## src/rtl/lane_serializer_if.sv

```systemverilog
// Word-in / bit-out port bundle for one transmit lane serializer.
// The striping stage drives the master side; the serializer is the slave.
interface lane_serializer_if;
    logic [31:0] data_in;
    logic        valid_in;
    logic        ready_out;
    logic        data_out;
    logic        valid_out;
    logic        frame_start;
    logic        overflow;

    modport master (
        output data_in, valid_in,
        input  ready_out, data_out, valid_out, frame_start, overflow
    );

    modport slave (
        input  data_in, valid_in,
        output ready_out, data_out, valid_out, frame_start, overflow
    );
endinterface

```

## src/rtl/lane_serializer.sv

```systemverilog
// Per-lane 32:1 serializer: MSB-first words in fixed 32-bit slots, idle fill,
// one-word holding buffer and a sticky flag for dropped words.
//
//   state     | meaning
//   ----------+-----------------------------------------------
//   SLOT_IDLE | current slot carries IDLE_WORD (valid_out = 0)
//   SLOT_DATA | current slot carries a data word (valid_out = 1)
module lane_serializer #(
    parameter logic [31:0] IDLE_WORD = 32'hBCBCBCBC
) (
    input logic              clk_32f,
    input logic              reset,
    lane_serializer_if.slave lane
);

    typedef enum logic {
        SLOT_IDLE = 1'b0,
        SLOT_DATA = 1'b1
    } slot_state_t;

    slot_state_t slot_state;
    logic [31:0] shift_reg;
    logic [4:0]  bit_cnt;
    logic [31:0] hold_reg;
    logic        hold_valid;
    logic        overflow;
    logic        frame_start;

    logic boundary;
    logic ready;
    logic accept;
    logic drop;

    assign boundary = (bit_cnt == 5'd31);
    // The hold frees up on a boundary edge, so a new word can be taken there.
    assign ready    = !hold_valid || boundary;
    assign accept   = lane.valid_in && ready;
    assign drop     = lane.valid_in && !ready;

    always_ff @(posedge clk_32f) begin
        if (reset) begin
            slot_state  <= SLOT_IDLE;
            shift_reg   <= 32'h0;
            bit_cnt     <= 5'd31;
            hold_reg    <= 32'h0;
            hold_valid  <= 1'b0;
            overflow    <= 1'b0;
            frame_start <= 1'b0;
        end else begin
            bit_cnt     <= bit_cnt + 5'd1;
            frame_start <= boundary;

            if (boundary) begin
                if (hold_valid) begin
                    shift_reg  <= hold_reg;
                    slot_state <= SLOT_DATA;
                end else begin
                    shift_reg  <= IDLE_WORD;
                    slot_state <= SLOT_IDLE;
                end
            end else begin
                shift_reg <= {shift_reg[30:0], 1'b0};
            end

            // Old hold word is read into the shifter above before being overwritten.
            if (accept) begin
                hold_reg   <= lane.data_in;
                hold_valid <= 1'b1;
            end else if (boundary) begin
                hold_valid <= 1'b0;
            end

            if (drop) begin
                overflow <= 1'b1;
            end
        end
    end

    assign lane.data_out    = shift_reg[31];
    assign lane.valid_out   = (slot_state == SLOT_DATA);
    assign lane.frame_start = frame_start;
    assign lane.overflow    = overflow;
    assign lane.ready_out   = ready;

endmodule

```

## src/flat_wrapper.sv

```systemverilog
// flat-port wrapper written by rule: the top's interface ports become plain ports
module lane_serializer_flat 
#(
    parameter logic [31:0] IDLE_WORD = 32'hBCBCBCBC
)
  (clk_32f, reset, lane_data_in, lane_valid_in, lane_ready_out, lane_data_out, lane_valid_out, lane_frame_start, lane_overflow);
  lane_serializer_if lane_i ();
  input logic clk_32f;
  input logic reset;
  input wire logic [$bits(lane_i.data_in)-1:0] lane_data_in;
  input wire logic [$bits(lane_i.valid_in)-1:0] lane_valid_in;
  output wire logic [$bits(lane_i.ready_out)-1:0] lane_ready_out;
  output wire logic [$bits(lane_i.data_out)-1:0] lane_data_out;
  output wire logic [$bits(lane_i.valid_out)-1:0] lane_valid_out;
  output wire logic [$bits(lane_i.frame_start)-1:0] lane_frame_start;
  output wire logic [$bits(lane_i.overflow)-1:0] lane_overflow;
  assign lane_i.data_in = lane_data_in;
  assign lane_i.valid_in = lane_valid_in;
  assign lane_ready_out = lane_i.ready_out;
  assign lane_data_out = lane_i.data_out;
  assign lane_valid_out = lane_i.valid_out;
  assign lane_frame_start = lane_i.frame_start;
  assign lane_overflow = lane_i.overflow;
  lane_serializer #(.IDLE_WORD(IDLE_WORD)) u_core (.clk_32f(clk_32f), .reset(reset), .lane(lane_i));
endmodule
```

## config.mk

```make
export PLATFORM = sky130hd
export DESIGN_NAME = lane_serializer_flat
export DESIGN_NICKNAME = d
export VERILOG_FILES = /design/src/rtl/lane_serializer_if.sv /design/src/rtl/lane_serializer.sv /design/src/flat_wrapper.sv
export SDC_FILE = /design/constraint.sdc
export NUM_CORES = 1
export LEC_CHECK = 0
export CORE_MARGIN = 2
export CORE_UTILIZATION = 55
export DETAILED_ROUTE_END_ITERATION = 8
export PLACE_DENSITY = 0.8
export SLEW_MARGIN = 20
export SYNTH_ARGS = -nofsm -noshare
export SYNTH_HDL_FRONTEND = slang
export SYNTH_SLANG_ARGS = --single-unit
```

## constraint.sdc

```tcl
create_clock -name clk_32f -period 3.1 [get_ports clk_32f]
set_input_delay 0.465 -clock clk_32f [delete_from_list [all_inputs] [get_ports clk_32f]]
set_output_delay 0.465 -clock clk_32f [all_outputs]
set_load 0.02 [all_outputs]
```

### Word-level counts from Yosys, hierarchy flattened

Cells that the tools add are included.

* bitwise operators: 2
* multiplexer cells: 5
* reductions and logical operators: 7
* $add $sub $neg: 1
* eq/ne operators: 1

Operators with widths (number)
* $mux W32: 2
* $add A5 B1 Y5 const B: 1
* $eq A5 B5 Y1 const B: 1
* $mux W1: 3
* $reduce_or A3 Y1: 1
* $logic_and A1 B1 Y1: 2
* $logic_not A1 Y1: 2
* $not A1 Y1: 2
* $reduce_bool A2 Y1: 1
* $logic_or A1 B1 Y1: 1

* input bits: 35
* bits in registers: 73
* output and inout port bits: 5

### Longest topological paths before layout

Gate-level depths: netlist of run 1.

* depth in word-level cells: 4
* mapped depth: 8

### Worst setup path after synthesis of run 1

Ideal clock, no wire load.

* kind: register -> output
* start: register u_core.bit_cnt[0]
* end: output lane_ready_out
* arrival time: 1282 ps
* path slack: 1353 ps
* stages on the path, launching flop included: 7
* cells stage by stage: dfxtp_1 > ha_1 > and3_1 > ha_1 > nand2b_4 > buf_6 > buf_2

* word-level cells in the longest chain between the ends: 2

RTL lines
* start: declaration: line lane_serializer.sv:23 `logic [4:0] bit_cnt;`
* start signal: assignment: line lane_serializer.sv:50 `bit_cnt <= bit_cnt + 5'd1;`
* $eq A5 B5 Y1: line lane_serializer.sv:34 `assign boundary = (bit_cnt == 5'd31);`
* net u_core.boundary: line lane_serializer.sv:29 `logic boundary;`
* $logic_or A1 B1 Y1: line lane_serializer.sv:36 `assign ready = !hold_valid || boundary;`
* end: declaration: line flat_wrapper.sv:12 `output wire logic [$bits(lane_i.ready_out)-1:0] lane_ready_out;`

The timed path passes the listed nets, and every way through them passes these cells.

### Final worst setup path of run 1

Same ends and word-level chain as after synthesis.

==> results of run 1 <==
==> cell type report <==
class	count	area (µm²)
Clock inverter	1	5.00
Timing Repair Buffer	46	438
Fill cell	450	1680
Sequential cell	73	1460
Multi-Input combinational cell	184	1280
Clock buffer	12	145
Inverter	11	41.3
Tap cell	70	87.6
==> metal layers <==
metal / part of all wire (%) / vias to the layer above / routed length [µm] / track usage (%)
li1: - / 1098 / - / -
met1: 48 / 1019 / 2610 / 25.8
met2: 45 / 57 / 2490 / 30.8
met3: 4.9 / 7 / 267 / 4.47
met4: 1.9 / 0 / 102 / 9.82
met5: 0 / - / 0 / 0
==> power groups by stage <==
stage               combinational (W)  sequential, W  clock (W)
floorplan                    0.000334        0.00111          0
global placement             0.000431        0.00111          0
detailed placement           0.000442        0.00112          0
CTS                          0.000445        0.00110   0.000618
global route                 0.000495        0.00111   0.000651
finish                       0.000441        0.00110   0.000602
==> cells by family (layout without fill, tap and decap cells) <==
logic type,after synthesis,after routing,share of synthesized area [%]
xor gates and xnor gates,2,2,0.593
and+or+nand+nor,113,113,24.0
adders and majority gates,3,3,1.27
DFF,73,73,49.4
AOI/OAI and AO/OA,66,66,17.5
buffers and inverters,42,70,7.19
==> worst max-delay path: stages, from the launching register on <==
cell and delay, ps:
dfxtp_1 370, ha_1 210, and3_1 200, ha_1 170, nand2b_4 120, clkdlybuf4s50_1 600
==> path summary, 6_finish.rpt <==
path         depth (start not counted)  slack (ps)             endpoint              start
min                                  1         440    u_core.bit_cnt[0]  u_core.bit_cnt[0]
min reg2reg                          1         440    u_core.bit_cnt[0]  u_core.bit_cnt[0]
max reg2reg                          7         870  u_core.hold_reg[22]  u_core.bit_cnt[0]
max                                  5         630       lane_ready_out  u_core.bit_cnt[0]
==> through the flow <==
| stage | cell area, µm² | std cells | worst slack [ps] | hold WS [ps] |
|---|---|---|---|---|
| final | 3460 | 397 | 627 | 438 |
| after global routing | 3460 | 397 | 528 | 456 |
| after CTS | 3460 | 397 | 609 | 437 |
| after detailed placement | 3310 | 384 | 899 | 415 |
| after global placement | 3310 | 384 | 979 | 398 |
| after floorplan | 2960 | 299 | 1350 | 388 |
==> cells in the final DEF, fill, tap and decap left out <==
master and n:
nor2b_1 8, o31ai_4 8, and2_1 1, nor2_1 31, clkinv_2 1, ha_1 3, nand2b_1 30, xor2_1 1
or2_2 2, o21ai_0 10, xnor2_1 1, nand2b_4 1, a311oi_1 10, and2_4 1, o31ai_1 2, buf_4 7
a21oi_1 13, and3_1 1, clkbuf_8 10, nand3_1 5, buf_2 1, nand4b_1 32, clkdlybuf4s50_1 38, a31oi_1 1
o21ai_1 12, o22ai_1 10, inv_1 11, dfxtp_1 73, clkbuf_1 2, nand2_1 1
==> metrics.txt, run 1 <==
Comb power frac=20.6%; Max-Cap Viols=0; total core area=5140 µm²; Starting Density=between 50% and 60%; Max Slew Vio Count=0; pwr dens=618 nW/µm²; TritonRoute pass-1 iters=4; RePlAce Congestion=~0.71; Yosys reg bits=73; TritonCTS Buffers=9; Die Y-Extent=77.3 µm; RSZ-0062 raised after global routing=no; Post-CTS Hold Buffers=0; HPWL Detailed=3260 µm; P&R area growth vs syn=17.1%; Post-Syn Area=2960 µm²; crit path DAT=between 2000 and 2500 ps; gr usage total=between 10% and 20%; synthesis warning total=0; Max VDD drop=0.343 mV; Clock power frac=28.1%; Row Count=26; hold crit path type=reg2reg; synth top area cells=dfxtp_1 49%, nand4b_1 9.5%, nand2b_1 6.3%; final setup fails=0; # diodes=0; Async SR Flop Fraction=0%; Fin. Hold Viols=0; final wirelength=~5500 µm; Psw=0.000586 W; # Post-CTS Setup Buffers=0; Worst-Margin Slew=about 640 ps; global route overflow=0; total negative slack=0 ps; Lkg Pwr=approximately 1.2 nW; sequential power share=51.2%; Power Total=0.00214 W; layout cell share with drive strength beyond 1=9.48%; top cells by count, synth=73 x dfxtp_1, 32 x nand4b_1, 31 x nor2_1; final core utilization=between 60% and 70%; chip width=77.3 µm; initial antenna violation count=0; largest net degree at the start of global routing=64; Antenna Nets Post-Route=0; Syn Area/Cell=9.89 µm²; die area=5980 µm²; first-pass GRT wire length=about 9500 µm; Mapped Nets=between 300 and 400; Netlist cell types=29; DR iter-0 viols=132; Routed WL per cell=approximately 14 µm; period utilisation layout=around four fifths; ys flop type=dfxtp_1; # DRC=0; Max-slew headroom=57.5%; Internal Dissipation=between 0.0015 and 0.002 W; Tmin final=2470 ps; Clk Tree Root Cell=clkbuf_8; sequential fraction of the synthesis area=49.4%; CTS tree=yes; vias in the first global route=2047; Ports=40; CTS Sinks=73; CP Class=reg2out; CP required=between 2000 and 3000 ps; H-tree Lvls=3; nature of the critical path endpoint=primary output; Via density=~5.5; Startpoint Class=register; CP max FO=3; # port buffers=39; CTS Buffer Depth=2; vias=approximately 2200; Clock Pin Slew Worst Setup and Hold Paths=70 ps; leading area contributor after synthesis=dfxtp_1; top-count cell post-synth=dfxtp_1; FMAX=0.404 GHz; switching share of power=27.4%; number of synthesized flops with an enable pin=0; Synth Instances=299; cts repair resizes=0; status=finished, final reports clean; Final #Nets=roughly 360; Worst-Skew Late Latency=approximately 340 ps; clk_skew=5.78 ps; top cell type's share of synthesized area=49.4%
Note: power is estimated with default switching activity, not from simulation.
==> run 2: changes to the inputs <==
Settings changed: CORE_UTILIZATION 55 to 54, PLACE_DENSITY 0.8 to 0.79.
Clock period 3.1 ns to 2.52 ns, I/O delays scaled along.
==> metrics.txt, run 2 (same netlist as run 1, synthesis figures left out) <==
Max-Cap Viols=0 (unchanged); largest net degree at the start of global routing=41 (-36%); CP Class=reg2out; Worst-Skew Late Latency=330 ps (about the same); Power Total=0.00278 W (+30%); first-pass GRT wire length=9530 µm (+0.43%); TritonRoute pass-1 iters=5 (+1); DR iter-0 viols=135 (+2.3%); Final #Nets=366 (+0.83%); HPWL Detailed=3530 µm (+8.3%); # DRC=0 (unchanged); vias=2221 (+1.8%); Max-slew headroom=67.4% (+9.9 points); hold crit path type=reg2reg; Fin. Hold Viols=0 (unchanged); pwr dens=786 nW/µm² (+27%); FMAX=0.473 GHz; clk_skew=7.90 ps (+2.12 ps); total core area=5200 µm² (+1.3%); CP max stage delay=350 ps (-250 ps); CP top delay family=simple AND/OR/NAND/NOR gates; nature of the critical path endpoint=primary output; final core utilization=68.0% (+0.62 points); P&R area growth vs syn=19.6%; Row Count=26 (unchanged); TritonCTS Buffers=9 (unchanged); Max Slew Vio Count=0 (unchanged); placed insts=387 (+0.78%); H-tree Lvls=3 (unchanged); Max VDD drop=0.530 mV (+55%); Tmin final=2110 ps; CP required=2140 ps (-490 ps); most common cell after layout, fill and taps aside=dfxtp_1; CP Buf/Inv Count=1 (unchanged); fin cells=403 (+1.5%); vias in the first global route=2014 (-1.6%); Clk Tree Root Cell=clkbuf_8; Clock Pin Slew Worst Setup and Hold Paths=70 ps (about the same); Die Y-Extent=78.0 µm (+0.87%); CTS Sinks=73 (unchanged); RePlAce Congestion=0.762 (+7.5%); Routed WL per cell=14.1 µm (+2.3%); cell mode on critical path=ha_1; CTS Buffer Depth=2 (unchanged); Worst-Margin Slew=488 ps (-149 ps); Via density=5.51 (+0.32%); Ports=40 (unchanged); period utilisation layout=83.9%; Lkg Pwr=1.26 nW (+3.4%); Cell Area, Placed=3350 µm² (+1.1%); total negative slack=0 ps (unchanged); fillers=413 (-8.2%); CTS tree=yes; # diodes=0 (unchanged); initial antenna violation count=0 (unchanged); chip width=78.0 µm (+0.87%); gr usage total=19.8% (about the same); final wirelength=5670 µm (+3.8%); most frequent cells in the layout=73 x dfxtp_1, 37 x clkdlybuf4s50_1, 32 x nand4b_1; Startpoint Class=register; layout cell share with drive strength beyond 1=10.8% (+1.3 points); cell breakdown of the critical path=ha_1 -> and3_1 -> ha_1 -> nand2b_4 -> dlymetal6s2s_1; # port buffers=39 (unchanged); status=finished, final reports clean; Starting Density=56.8% (-0.72 points); die area=6080 µm² (+1.8%); final setup fails=0 (unchanged); Non-Filler Cell Area, Final=3540 µm² (+2.2%); CP max FO=20 (+17); RSZ-0062 raised after global routing=no; global route overflow=0 (unchanged); crit path DAT=1740 ps (-270 ps); Antenna Nets Post-Route=0 (unchanged); # Post-CTS Setup Buffers=0 (unchanged); Crit-path slowest cell=dfxtp_1
## run 2: worst reg2reg max path, stage by stage (launching register included)
cell and delay, ps:
dfxtp_1 350, ha_1 190, and3_1 180, ha_1 160, nand2b_4 260, and2_4 510, o21ai_0 190
## run 2: area by class of cell
class / instances / area [µm²] / area share, %
clock buffer: 13 / 149 / 4.21
clock inverter: 3 / 40.0 / 1.13
inverter: 11 / 41.3 / 1.17
multi-input combinational: 184 / 1280 / 36.3
sequential: 73 / 1460 / 41.3
tap: 70 / 87.6 / 2.48
timing repair buffer: 49 / 475 / 13.4
## run 2: report_power, final
group | leakage (nW) | switching (W) | internal (W)
Clock | 0.0974 | 0.000393 | 0.000483
Combinational | 0.561 | 0.000301 | 0.000256
Sequential | 0.600 | 0.0000517 | 0.00130
## run 2: worst paths after layout
| kind | from | endpoint | slack (ps) | cells past startpoint |
|---|---|---|---|---|
| worst min register to register | u_core.bit_cnt[0] | u_core.bit_cnt[0] | 420 | 1 |
| worst max register to register | u_core.bit_cnt[0] | u_core.hold_reg[29] | 540 | 6 |
| worst min-delay path | u_core.bit_cnt[0] | u_core.bit_cnt[0] | 420 | 1 |
| worst max-delay path | u_core.bit_cnt[0] | lane_ready_out | 410 | 5 |
## run 2: routing by layer
layer  vias to the layer above  share of wire (%)  global-route usage, %
li1                       1109                  -                      -
met1                      1043                 49                   26.9
met2                        60                 44                   30.3
met3                         9                4.9                   4.07
met4                         0                2.0                   8.95
met5                         -                  0                      0
## run 2: repair_timing
item | in CTS | in global routing
gates resized for setup | 0 | 1
setup endpoints to repair | 0 | 1
hold buffers | 0 | 0
## run 2: through the flow
| stage | hold slack, ps | setup slack, ps |
|---|---|---|
| detailed placement | 417 | 375 |
| global route | 445 | 254 |
| CTS | 435 | 5.15 |
| global placement | 399 | 412 |
| finish | 425 | 405 |
| floorplan | 388 | 860 |
==> run 3: changes to the inputs <==
Settings changed: CORE_UTILIZATION 54 to 49, PLACE_DENSITY 0.79 to 0.75.
Clock period 2.52 ns to 1.9 ns, I/O delays scaled along.
==> metrics.txt, run 3 (same netlist as run 1, synthesis figures left out) <==
Worst-Margin Slew=617 ps (+128 ps); top layer in use=met4; met2 wire length=2670 µm (+7.2%); gr usage total=18.9% (-0.90 points); RePlAce Congestion=0.744 (-2.4%); TritonRoute pass-1 iters=4 (-1); Max-Cap Viols=0 (unchanged); CP max FO=3 (-85%); Worst-Skew Late Latency=350 ps (+20 ps); DR iter-0 viols=71 (-47%); Ports=40 (unchanged); # diodes=0 (unchanged); Routed WL per cell=14.1 µm (+0.50%); layout cell share with drive strength beyond 1=13.8% (+3.0 points); H-tree Lvls=3 (unchanged); # DRC=0 (unchanged); Starting Density=50.2% (-6.6 points); CP required=1620 ps (-520 ps); final wirelength=5870 µm (+3.5%); Via density=5.36 (-2.8%); switching share of power=26.2% (-0.66 points); P&R area growth vs syn=23.9%; sequential power share=45.3% (-3.2 points); vias=2224 (+0.14%); worst reg-to-reg setup slack=110 ps (-430 ps); final setup fails=0 (unchanged); CTS Buffer Depth=2 (unchanged); nature of the critical path endpoint=primary output; total core area=5890 µm² (+13%); CP Class=reg2out; most frequent cells in the layout=73 x dfxtp_1, 37 x clkdlybuf4s50_1, 32 x nand4b_1; # port buffers=39 (unchanged); Max-slew headroom=58.9% (-8.6 points); HPWL Detailed=3490 µm (-0.92%); Clock Pin Slew Worst Setup and Hold Paths=70 ps (about the same); CTS Sinks=73 (unchanged); Clk Tree Root Cell=clkbuf_8; global route overflow=0 (unchanged); Clock power frac=34.5% (+3.0 points); Antenna Nets Post-Route=0 (unchanged); most common cell after layout, fill and taps aside=dfxtp_1; Power Total=0.00395 W (+42%); crit path DAT=1530 ps (-210 ps); Comb power frac=20.2% (+0.2 points); Tmin final=1820 ps; FMAX=~0.55 GHz; Non-Filler Cell Area, Final=3660 µm² (+3.5%); first-pass GRT wire length=9320 µm (-2.2%); largest net degree at the start of global routing=41 (unchanged); clk_skew=7.81 ps (-0.0922 ps); initial antenna violation count=0 (unchanged); Max VDD drop=0.540 mV (+1.9%); Max Slew Vio Count=0 (unchanged); TritonCTS Buffers=9 (unchanged); hold slack=421 ps (-3.48 ps); status=finished, final reports clean; period utilisation layout=95.6%; pwr dens=1080 nW/µm² (+37%); Final #Nets=373 (+1.9%); Cell Area, Placed=3370 µm² (+0.86%); Psw=0.00103 W (+38%); Fin. Hold Viols=0 (unchanged); Internal Dissipation=0.00291 W (+43%); Startpoint Class=register; Row Count=28 (+7.7%); CTS tree=yes; Die Y-Extent=81.7 µm (+4.7%); die area=6670 µm² (+9.7%); chip width=81.7 µm (+4.7%); WL met3=283 µm (+1.4%); Lkg Pwr=1.31 nW (+4.1%); wl on met1=2850 µm (+2.2%); vias in the first global route=1946 (-3.4%); hold crit path type=reg2reg
## run 3: worst max-delay path, stage by stage (launching register included)
cell and delay [ps]:
dfxtp_1 320, ha_1 220, and3_4 160, ha_1 190, nand2b_4 140, buf_2 150
## run 3: power groups by stage
stage	Combinational (W)	Clock (W)	Sequential, W
3_3_place_gp	0.000726	0	0.00182
5_1_grt	0.000880	0.00145	0.00181
4_1_cts	0.000764	0.00138	0.00179
3_5_place_dp	0.000751	0	0.00182
6_report	0.000797	0.00136	0.00179
2_1_floorplan	0.000544	0	0.00182
## run 3: final timing paths
| path | startpoint | endpoint | cells past startpoint |
|---|---|---|---|
| min reg2reg | u_core.bit_cnt[0] | u_core.bit_cnt[0] | 1 |
| min | u_core.bit_cnt[0] | u_core.bit_cnt[0] | 1 |
| max reg2reg | u_core.bit_cnt[0] | u_core.hold_reg[12] | 8 |
| max | u_core.bit_cnt[0] | lane_ready_out | 5 |
## run 3: cell type report
type / instances / area [µm²]
tap: 75 / 93.8
sequential: 73 / 1460
inverter: 11 / 41.3
multi-input combinational: 185 / 1300
clock inverter: 2 / 60.1
clock buffer: 14 / 163
fill: 503 / 2220
timing repair buffer: 55 / 542
## run 3: timing repair
item | in CTS | in global routing
gates resized for setup | 5 | 4
setup buffers | 0 | 3
pin swaps | 1 | 0
hold buffers | 0 | 0
endpoints found under the setup margin | 25 | 36
endpoints found under the hold margin | 0 | 0
gates cloned | 1 | 0
## run 3: per-layer routing
metal / up-vias / track usage [%]
li1: 1117 / -
met1: 1052 / 23.2
met2: 46 / 30.4
met3: 9 / 7.58
met4: 0 / 6.00
met5: - / 0
## run 3: metrics by stage
stage          setup TNS [ps]  instances  setup WS (ps)  util, %
2_1_floorplan               0        299            244        -
3_3_place_gp                0        395           6.19     57.3
3_5_place_dp             -669        395          -61.3     57.3
4_1_cts                     0        412           47.7     61.2
5_1_grt                 -2.33        415          -2.33     62.2
6_report                    0        415           84.5     62.2
